File: config.mk
export PLATFORM = sky130hd
export DESIGN_NAME = dm_arbiter_flat
export DESIGN_NICKNAME = d
export VERILOG_FILES = /design/src/rtl/dm_arbiter_if.sv /design/src/rtl/dm_arbiter.sv /design/src/flat_wrapper.sv
export SDC_FILE = /design/constraint.sdc
export NUM_CORES = 1
export LEC_CHECK = 0
export CAP_MARGIN = 20
export CORE_AREA = 2 2 117 119
export CTS_CLUSTER_DIAMETER = 80
export DETAILED_ROUTE_END_ITERATION = 10
export DIE_AREA = 0 0 119 121
export PLACE_DENSITY = 0.74
export SYNTH_ARGS = -nofsm -noshare
export SYNTH_HDL_FRONTEND = slang
export SYNTH_SLANG_ARGS = --single-unit
File: constraint.sdc
create_clock -name clk -period 1.6 [get_ports clk]
set_input_delay 0.24 -clock clk [delete_from_list [all_inputs] [get_ports clk]]
set_output_delay 0.24 -clock clk [all_outputs]
set_load 0.05 [all_outputs]
File: src/rtl/dm_arbiter_if.sv
// Request/response bundle for one data-memory requester.
// The master drives the request side and the slave (arbiter) drives the
// acceptance and read-response side.
interface dm_req_if #(
  parameter int DW = 32,
  parameter int AW = 32
);
  logic          valid;
  logic          ready;
  logic          we;
  logic          lock;
  logic [AW-1:0] addr;
  logic [DW-1:0] wdata;
  logic          rvalid;
  logic [DW-1:0] rdata;
  logic          err;

  modport master (
    output valid, we, lock, addr, wdata,
    input  ready, rvalid, rdata, err
  );

  modport slave (
    input  valid, we, lock, addr, wdata,
    output ready, rvalid, rdata, err
  );
endinterface

File: src/rtl/dm_arbiter.sv
// Two-port round-robin arbiter in front of a single-port data memory with a
// combinational read and a synchronous write. Grants are combinational, read
// data and error flags come back one cycle after the transfer. A requester
// may lock the grant for up to MAX_LOCK consecutive transfers; the transfer
// that completes MAX_LOCK locked transfers forces the lock to release.
module dm_arbiter #(
  parameter int DW       = 32,
  parameter int AW       = 32,
  parameter int DEPTH    = 32,
  parameter int MAX_LOCK = 4
) (
  input  logic          clk,
  input  logic          rst_n,
  dm_req_if.slave       m0,
  dm_req_if.slave       m1,
  output logic [AW-1:0] dm_addr_o,
  output logic [DW-1:0] dm_wd_o,
  output logic          dm_we_o,
  input  logic [DW-1:0] dm_rd_i
);

  localparam int CW = (MAX_LOCK < 2) ? 1 : $clog2(MAX_LOCK);

  typedef enum logic [1:0] {
    ST_IDLE  = 2'd0,
    ST_LOCK0 = 2'd1,
    ST_LOCK1 = 2'd2
  } state_e;

  state_e        state_q, state_d;
  logic          last_q, last_d;        // 1: m1 had the last transfer
  logic [CW-1:0] lock_cnt_q, lock_cnt_d;

  logic          gnt0_s, gnt1_s, xfer_s;
  logic          sel_we_s, sel_lock_s, in_range_s, stay_lock_s;

  logic          rvalid0_q, rvalid0_d, rvalid1_q, rvalid1_d;
  logic          err0_q, err0_d, err1_q, err1_d;
  logic [DW-1:0] rdata0_q, rdata0_d, rdata1_q, rdata1_d;

  // Grant selection: lock owner only, else round-robin on ties; nothing in reset.
  always_comb begin
    gnt0_s = 1'b0;
    gnt1_s = 1'b0;
    if (!rst_n) begin
      gnt0_s = 1'b0;
      gnt1_s = 1'b0;
    end else begin
      case (state_q)
        ST_IDLE: begin
          if (m0.valid && m1.valid) begin
            gnt0_s = last_q;
            gnt1_s = ~last_q;
          end else begin
            gnt0_s = m0.valid;
            gnt1_s = m1.valid;
          end
        end
        ST_LOCK0: gnt0_s = m0.valid;
        ST_LOCK1: gnt1_s = m1.valid;
        default: begin
          gnt0_s = 1'b0;
          gnt1_s = 1'b0;
        end
      endcase
    end
  end

  assign xfer_s     = gnt0_s | gnt1_s;
  assign dm_addr_o  = gnt1_s ? m1.addr  : m0.addr;
  assign dm_wd_o    = gnt1_s ? m1.wdata : m0.wdata;
  assign sel_we_s   = gnt1_s ? m1.we    : m0.we;
  assign sel_lock_s = gnt1_s ? m1.lock  : m0.lock;
  assign in_range_s = (dm_addr_o < AW'(DEPTH));
  assign dm_we_o    = xfer_s & sel_we_s & in_range_s;

  assign m0.ready   = gnt0_s;
  assign m1.ready   = gnt1_s;
  assign m0.rvalid  = rvalid0_q;
  assign m1.rvalid  = rvalid1_q;
  assign m0.rdata   = rdata0_q;
  assign m1.rdata   = rdata1_q;
  assign m0.err     = err0_q;
  assign m1.err     = err1_q;

  // Lock budget: keep the lock only while this transfer leaves budget for another.
  always_comb begin
    stay_lock_s = 1'b0;
    if (state_q == ST_IDLE) begin
      stay_lock_s = (MAX_LOCK > 1) ? 1'b1 : 1'b0;
    end else begin
      stay_lock_s = (lock_cnt_q < CW'(MAX_LOCK - 1));
    end
  end

  // Next state: lock entry/extension/release and round-robin history.
  always_comb begin
    state_d    = state_q;
    last_d     = last_q;
    lock_cnt_d = lock_cnt_q;
    if (xfer_s) begin
      last_d = gnt1_s;
      if (sel_lock_s && stay_lock_s) begin
        state_d    = gnt1_s ? ST_LOCK1 : ST_LOCK0;
        lock_cnt_d = (state_q == ST_IDLE) ? CW'(1) : (lock_cnt_q + CW'(1));
      end else begin
        state_d    = ST_IDLE;
        lock_cnt_d = {CW{1'b0}};
      end
    end else begin
      state_d    = state_q;
      last_d     = last_q;
      lock_cnt_d = lock_cnt_q;
    end
  end

  // Response slot: read data (zero when out of range) and error for the granted port.
  always_comb begin
    rvalid0_d = gnt0_s & ~sel_we_s;
    rvalid1_d = gnt1_s & ~sel_we_s;
    err0_d    = gnt0_s & ~in_range_s;
    err1_d    = gnt1_s & ~in_range_s;
    rdata0_d  = rdata0_q;
    rdata1_d  = rdata1_q;
    if (rvalid0_d) begin
      rdata0_d = in_range_s ? dm_rd_i : {DW{1'b0}};
    end else begin
      rdata0_d = rdata0_q;
    end
    if (rvalid1_d) begin
      rdata1_d = in_range_s ? dm_rd_i : {DW{1'b0}};
    end else begin
      rdata1_d = rdata1_q;
    end
  end

  // State and response registers; reset drops any pending response.
  always_ff @(posedge clk or negedge rst_n) begin
    if (!rst_n) begin
      state_q    <= ST_IDLE;
      last_q     <= 1'b1;
      lock_cnt_q <= {CW{1'b0}};
      rvalid0_q  <= 1'b0;
      rvalid1_q  <= 1'b0;
      err0_q     <= 1'b0;
      err1_q     <= 1'b0;
      rdata0_q   <= {DW{1'b0}};
      rdata1_q   <= {DW{1'b0}};
    end else begin
      state_q    <= state_d;
      last_q     <= last_d;
      lock_cnt_q <= lock_cnt_d;
      rvalid0_q  <= rvalid0_d;
      rvalid1_q  <= rvalid1_d;
      err0_q     <= err0_d;
      err1_q     <= err1_d;
      rdata0_q   <= rdata0_d;
      rdata1_q   <= rdata1_d;
    end
  end

endmodule

File: src/flat_wrapper.sv
// flat-port wrapper written by rule: the top's interface ports become plain ports
module dm_arbiter_flat 
#(
  parameter int DW       = 32,
  parameter int AW       = 32,
  parameter int DEPTH    = 32,
  parameter int MAX_LOCK = 4
)
  (clk, rst_n, dm_addr_o, dm_wd_o, dm_we_o, dm_rd_i, m0_valid, m0_we, m0_lock, m0_addr, m0_wdata, m0_ready, m0_rvalid, m0_rdata, m0_err, m1_valid, m1_we, m1_lock, m1_addr, m1_wdata, m1_ready, m1_rvalid, m1_rdata, m1_err);
  dm_req_if #(.DW(DW), .AW(AW)) m0_i ();
  dm_req_if #(.DW(DW), .AW(AW)) m1_i ();
  input  logic clk;
  input  logic rst_n;
  output logic [AW-1:0] dm_addr_o;
  output logic [DW-1:0] dm_wd_o;
  output logic dm_we_o;
  input  logic [DW-1:0] dm_rd_i;
  input wire logic [$bits(m0_i.valid)-1:0] m0_valid;
  input wire logic [$bits(m0_i.we)-1:0] m0_we;
  input wire logic [$bits(m0_i.lock)-1:0] m0_lock;
  input wire logic [$bits(m0_i.addr)-1:0] m0_addr;
  input wire logic [$bits(m0_i.wdata)-1:0] m0_wdata;
  output wire logic [$bits(m0_i.ready)-1:0] m0_ready;
  output wire logic [$bits(m0_i.rvalid)-1:0] m0_rvalid;
  output wire logic [$bits(m0_i.rdata)-1:0] m0_rdata;
  output wire logic [$bits(m0_i.err)-1:0] m0_err;
  input wire logic [$bits(m1_i.valid)-1:0] m1_valid;
  input wire logic [$bits(m1_i.we)-1:0] m1_we;
  input wire logic [$bits(m1_i.lock)-1:0] m1_lock;
  input wire logic [$bits(m1_i.addr)-1:0] m1_addr;
  input wire logic [$bits(m1_i.wdata)-1:0] m1_wdata;
  output wire logic [$bits(m1_i.ready)-1:0] m1_ready;
  output wire logic [$bits(m1_i.rvalid)-1:0] m1_rvalid;
  output wire logic [$bits(m1_i.rdata)-1:0] m1_rdata;
  output wire logic [$bits(m1_i.err)-1:0] m1_err;
  assign m0_i.valid = m0_valid;
  assign m0_i.we = m0_we;
  assign m0_i.lock = m0_lock;
  assign m0_i.addr = m0_addr;
  assign m0_i.wdata = m0_wdata;
  assign m0_ready = m0_i.ready;
  assign m0_rvalid = m0_i.rvalid;
  assign m0_rdata = m0_i.rdata;
  assign m0_err = m0_i.err;
  assign m1_i.valid = m1_valid;
  assign m1_i.we = m1_we;
  assign m1_i.lock = m1_lock;
  assign m1_i.addr = m1_addr;
  assign m1_i.wdata = m1_wdata;
  assign m1_ready = m1_i.ready;
  assign m1_rvalid = m1_i.rvalid;
  assign m1_rdata = m1_i.rdata;
  assign m1_err = m1_i.err;
  dm_arbiter #(.DW(DW), .AW(AW), .DEPTH(DEPTH), .MAX_LOCK(MAX_LOCK)) u_core (.clk(clk), .rst_n(rst_n), .m0(m0_i), .m1(m1_i), .dm_addr_o(dm_addr_o), .dm_wd_o(dm_wd_o), .dm_we_o(dm_we_o), .dm_rd_i(dm_rd_i));
endmodule
; Word level (Yosys, flattened, before mapping)
; Index checks and enable logic that the tools add are counted.
[word_totals]
ff_bits = 73
output_inout_bits = 135
word_cells = 43
[classes]
n_addsub = 1
order_cmp = 2
n_eq_ne = 2
muxes = 16
bitwise_logic = 10
n_reduce_logical = 3
[ops]
columns = operator, n
row1 = 2-to-1 mux 32 bit, 3
row2 = less-than comparator 32 x 6 -> 1 bit (second input constant), 1
row3 = 2-to-1 mux 2 bit, 4
row4 = 2-to-1 mux 1 bit, 7
row5 = bitwise AND 1 bit, 6
row6 = one-hot mux 1 bit (2 select lines), 2
row7 = NOT 1 bit, 3
row8 = adder 2 x 1 -> 2 bit (second input constant), 1
row9 = equality test 2 x 1 -> 1 bit (second input constant), 1
row10 = equality test 2 bit (second input constant), 1
row11 = logical AND 1 bit, 2
row12 = logical NOT 2 bit, 1
row13 = less-than comparator 2 bit (second input constant), 1
row14 = OR 1 bit, 1

; Longest topological paths before layout
[logic_depth]
depth_word = 8
depth_mapped = 9
mapped_depth_nobuf = 7

; Worst setup path before layout
; Ideal clock, no wire load.
[synth_timing]
path_kind = reg-to-output
startpoint = reg u_core.last_q
endpoint = out dm_we_o
arrival_ns = 1.995
required_ns = 1.360
path_slack_ns = -0.635
stages_incl_launch_ff = 5
path_cell_list = dfstp_2 -> or3b_1 -> and2_1 -> nand2_1 -> o22ai_1
[synth_via]
word_cells_on_any_way = 13
cone_classes = order compare: 1 / mux: 8 / bitwise: 4
[synth_rtl]
columns = item, line_no
row1 = start: declaration, dm_arbiter.sv:31  ; logic last_q, last_d;
row2 = start signal: assignment, dm_arbiter.sv:151  ; last_q <= last_d;
row3 = 2-to-1 mux 1 bit, dm_arbiter.sv:51  ; if (m0.valid && m1.valid) begin
row4 = one-hot mux 1 bit (2 select lines), dm_arbiter.sv:49  ; case (state_q)
row5 = 2-to-1 mux 1 bit, dm_arbiter.sv:45  ; if (!rst_n) begin
row6 = via m0_ready, flat_wrapper.sv:23  ; output wire logic [$bits(m0_i.ready)-1:0] m0_ready;
row7 = OR 1 bit, dm_arbiter.sv:69  ; assign xfer_s = gnt0_s | gnt1_s;
row8 = bitwise AND 1 bit (2 in series), dm_arbiter.sv:75  ; assign dm_we_o = xfer_s & sel_we_s & in_range_s;
row9 = end: declaration, flat_wrapper.sv:16  ; output logic dm_we_o;
; The timed path passes the listed nets, and every way through them passes these cells.

; Worst setup path in the final report
[layout_timing]
startpoint = reg u_core.state_q[1]
endpoint = out dm_addr_o[25]
[layout_via]
elab_chain_len = 4
word_cells_on_any_way = 5
cone_classes = eq/ne: 1 / mux: 3 / reduce/logical: 1
[layout_rtl]
columns = item, line_no
row1 = start: declaration, dm_arbiter.sv:30  ; state_e state_q, state_d;
row2 = start signal: assignment, dm_arbiter.sv:150  ; state_q <= state_d;
row3 = equality test 2 bit or logical NOT 2 bit (tied branches), dm_arbiter.sv:49
row4 = one-hot mux 1 bit (2 select lines) (*), dm_arbiter.sv:49
row5 = 2-to-1 mux 1 bit (*), dm_arbiter.sv:45
row6 = 2-to-1 mux 32 bit (*), dm_arbiter.sv:70  ; assign dm_addr_o = gnt1_s ? m1.addr : m0.addr;
row7 = end: declaration, flat_wrapper.sv:14  ; output logic [AW-1:0] dm_addr_o;
; Every way passes the cells marked *; elsewhere a longest branch is shown, timed or not.

==> flow_summary.ini <==
[drt]
drc = 0
first_pass_iters = 5
viasPerCell = 4.97
wl_per_cell_um = 20.5
wl_mm = 21.9
drtIter0Drc = 350
detail-route-antenna-nets = 0
num_vias = 5298

[power_and_ir_drop]
power.internal_mw = 5.12
leakage_nw = 4.38
combPwrFrac_pct = 55.0
switching_share_pct = 41.8
power_mw = 8.79
seqPwrFrac_pct = 22.8
pwr-share-clk_pct = 22.2
power.net_switching_mw = 3.67
ir_worst_vdd_mv = 0.659
power.density_nw_per_um2 = 940

[timing]
rsz0062_at_grt = yes
finalClockSkew_ps = 7.41
tns_ps = -35580
setup_ws_ps = -379
finalSetupViolCount = 133
hold_violations = 0
whs_ps = 269
slew_headroom_pct = 43.8
fmax_mhz = 505
period_minus_slack_ps = 1980
period_share_pct = 124
slew_violations = 0
worst_pin_slew_ps = 843

[setup_path]
arrival_ps = 1740
required_ps = 1360
cp_slowest_cell = dfrtp_1
end_kind = output pin
critical_path.max_fanout = 10
crit_type = register to output pin
reg2reg_depth = 9
critPathLaunchType = register
path_cells = nor2b_4 > a21o_4 > clkinv_8 > clkbuf_16 > nand2_1 > nand2_4 > buf_8
critical-path-max-stage-delay_ps = 430

[global_route]
grt_pass1_vias = 5462
track_usage_pct = 28.1
grt_max_degree = 69
grt_antenna_before_repair = 5
grt_pass1_wl_mm = 31.2
overflow = 0

[clock_tree]
root_buffer = clkbuf_16
clkLatencyLatePin_ps = 320
cts_buffers = 9
cts_tree = built
path_clk_slew_ps = 60
cts.sinks = 73
clock_path_buffers = 2
h-tree-depth = 3

[synth]
synth_area_leaders = dfrtp_1 (46%), nand2_1 (28%), o2bb2ai_1 (7.2%)
syn_area_per_cell_um2 = 7.59
async_flop_share_pct = 100
ys.flop_type = dfrtp_1
post_synth_and_or_nand_nor_area_fraction_pct = 34.5
synth-compound-area-share_pct = 13.0
syn-num-nets = 681
ys_seq_area_share_pct = 47.0
syn_inst = 512
synth.largest_area_cell = dfrtp_1
synth_top_family_by_area = simple AND/OR/NAND/NOR gates
synthXorXnorAreaFrac_pct = 0
synthAdderAreaFrac_pct = 0.322
synth_edf_count = 0
yosys_register_bits = 73
synth_area_um2 = 3890
synth.area.mux_share_pct = 0.258
yosysWarningCount = 0
synth.distinct_cells = 33
synth_top_area_share_pct = 46.4

[place]
dp_hpwl_mm = 14.1
place.gp.congestion = 0.882
dpl_cell_area_um2 = 7390
dp_slack_ps = -719
io_buffers = 302
dp.cells = 1009

[finish]
stdcell_count = 1066
drive_above_1_share_pct = 47.9
final_cell_mix = nand2_1 (164), clkdlybuf4s50_1 (131), buf_4 (118), nand2_2 (83), dfrtp_1 (72)
nNetsFinal = 1049
fin_util_pct = 71.4
syn_to_final_growth_pct = 141
layout_commonest_cell = nand2_1
finish.instance_area_um2 = 9350

[die]
core_um2 = 13100
dieArea_um2 = 14400
num_rows = 42
die_x_um = 119
start_util_pct = 29.7
ios = 303
fp.dieH_um = 121

[flow_run]
max-cap-violations = 0

[hold_path]
hp-class = input port to asynchronous set/reset pin

[run_status]
violations = negative setup slack
status = finished with violations
[metal layers]
| layer | wire length, µm | vias up | GRT usage (%) |
|---|---|---|---|
| met5 | 0 | - | 0 |
| met2 | 11300 | 290 | 50.2 |
| met4 | 1080 | 0 | 13.4 |
| li1 | - | 2425 | - |
| met1 | 7820 | 2515 | 31.4 |
| met3 | 1660 | 68 | 7.10 |
[final cells by class]
type / count / area (µm²)
flip-flops and latches: 73 / 1830
repair buffers: 387 / 4120
diodes: 5 / 12.5
clock inverters: 7 / 60.1
clock buffers: 9 / 225
fillers: 921 / 3740
inverters: 3 / 33.8
well taps: 176 / 220
multi-input cells: 403 / 2800
repair inverters: 3 / 58.8
[worst max-delay path: cells and delay by family, from the launching register on]
family	cells	cell delay, ps
flip-flops	1	430
AND/OR/NAND/NOR	3	300
buffers and inverters	3	440
AO/OA/AOI/OAI	1	220
[registers in the layout, summed over array words and instances (netlist names)]
name	flops
u_core.m0.err	1
u_core.m1.err	1
u_core.m0.rdata	32
u_core.lock_cnt_q	2
u_core.m1.rvalid	1
u_core.m1.rdata	32
u_core.last_q	1
u_core.m0.rvalid	1
u_core.state_q	2
[cell usage after synthesis, drive strengths merged (2+ instances only)]
library cell,number
buf,23
o2bb2ai,32
o21ai,37
nand4,2
nand2,295
nor3,2
and4,2
clkbuf,10
nor4,12
clkinv,2
dfrtp,72
nor2b,2
and2,3
nor2,3
nand3b,3
[power by group through the flow]
stage | clock (mW) | combinational (mW) | sequential [mW]
final | 1.95 | 4.84 | 2.00
after global routing | 2.05 | 5.05 | 2.00
after CTS | 1.94 | 4.43 | 1.99
after detailed placement | 0 | 3.65 | 2.02
after global placement | 0 | 3.62 | 2.01
after floorplan | 0 | 2.16 | 2.07
[kinds of logic after synthesis]
kind of cell,after synthesis
simple gates,328
compound gates,73
flops,73
buf+inv,36
mux,1
fa+ha+maj,1
[path summary, 6_finish.rpt]
kind,endpoint,slack [ps],startpoint
min reg2reg,u_core.m0.rdata[28],480,u_core.m0.rdata[28]
max reg2reg,u_core.m0.rdata[1],-340,u_core.state_q[0]
max in group asynchronous,u_core.m0.rdata[7],770,rst_n
max,dm_addr_o[25],-380,u_core.state_q[1]
min,u_core.m1.rdata[12],270,rst_n
min in group clk,u_core.last_q,410,rst_n
[what timing repair did]
| item | CTS | global route |
|---|---|---|
| gates cloned | 12 | 6 |
| endpoints found under the hold margin | 4 | 0 |
| setup buffers | 10 | 10 |
| hold buffers | 2 | 0 |
| pin swaps | 22 | 38 |
| setup endpoints to repair | 134 | 138 |
| resized for setup | 170 | 158 |
(Power assumes the default switching activity.)
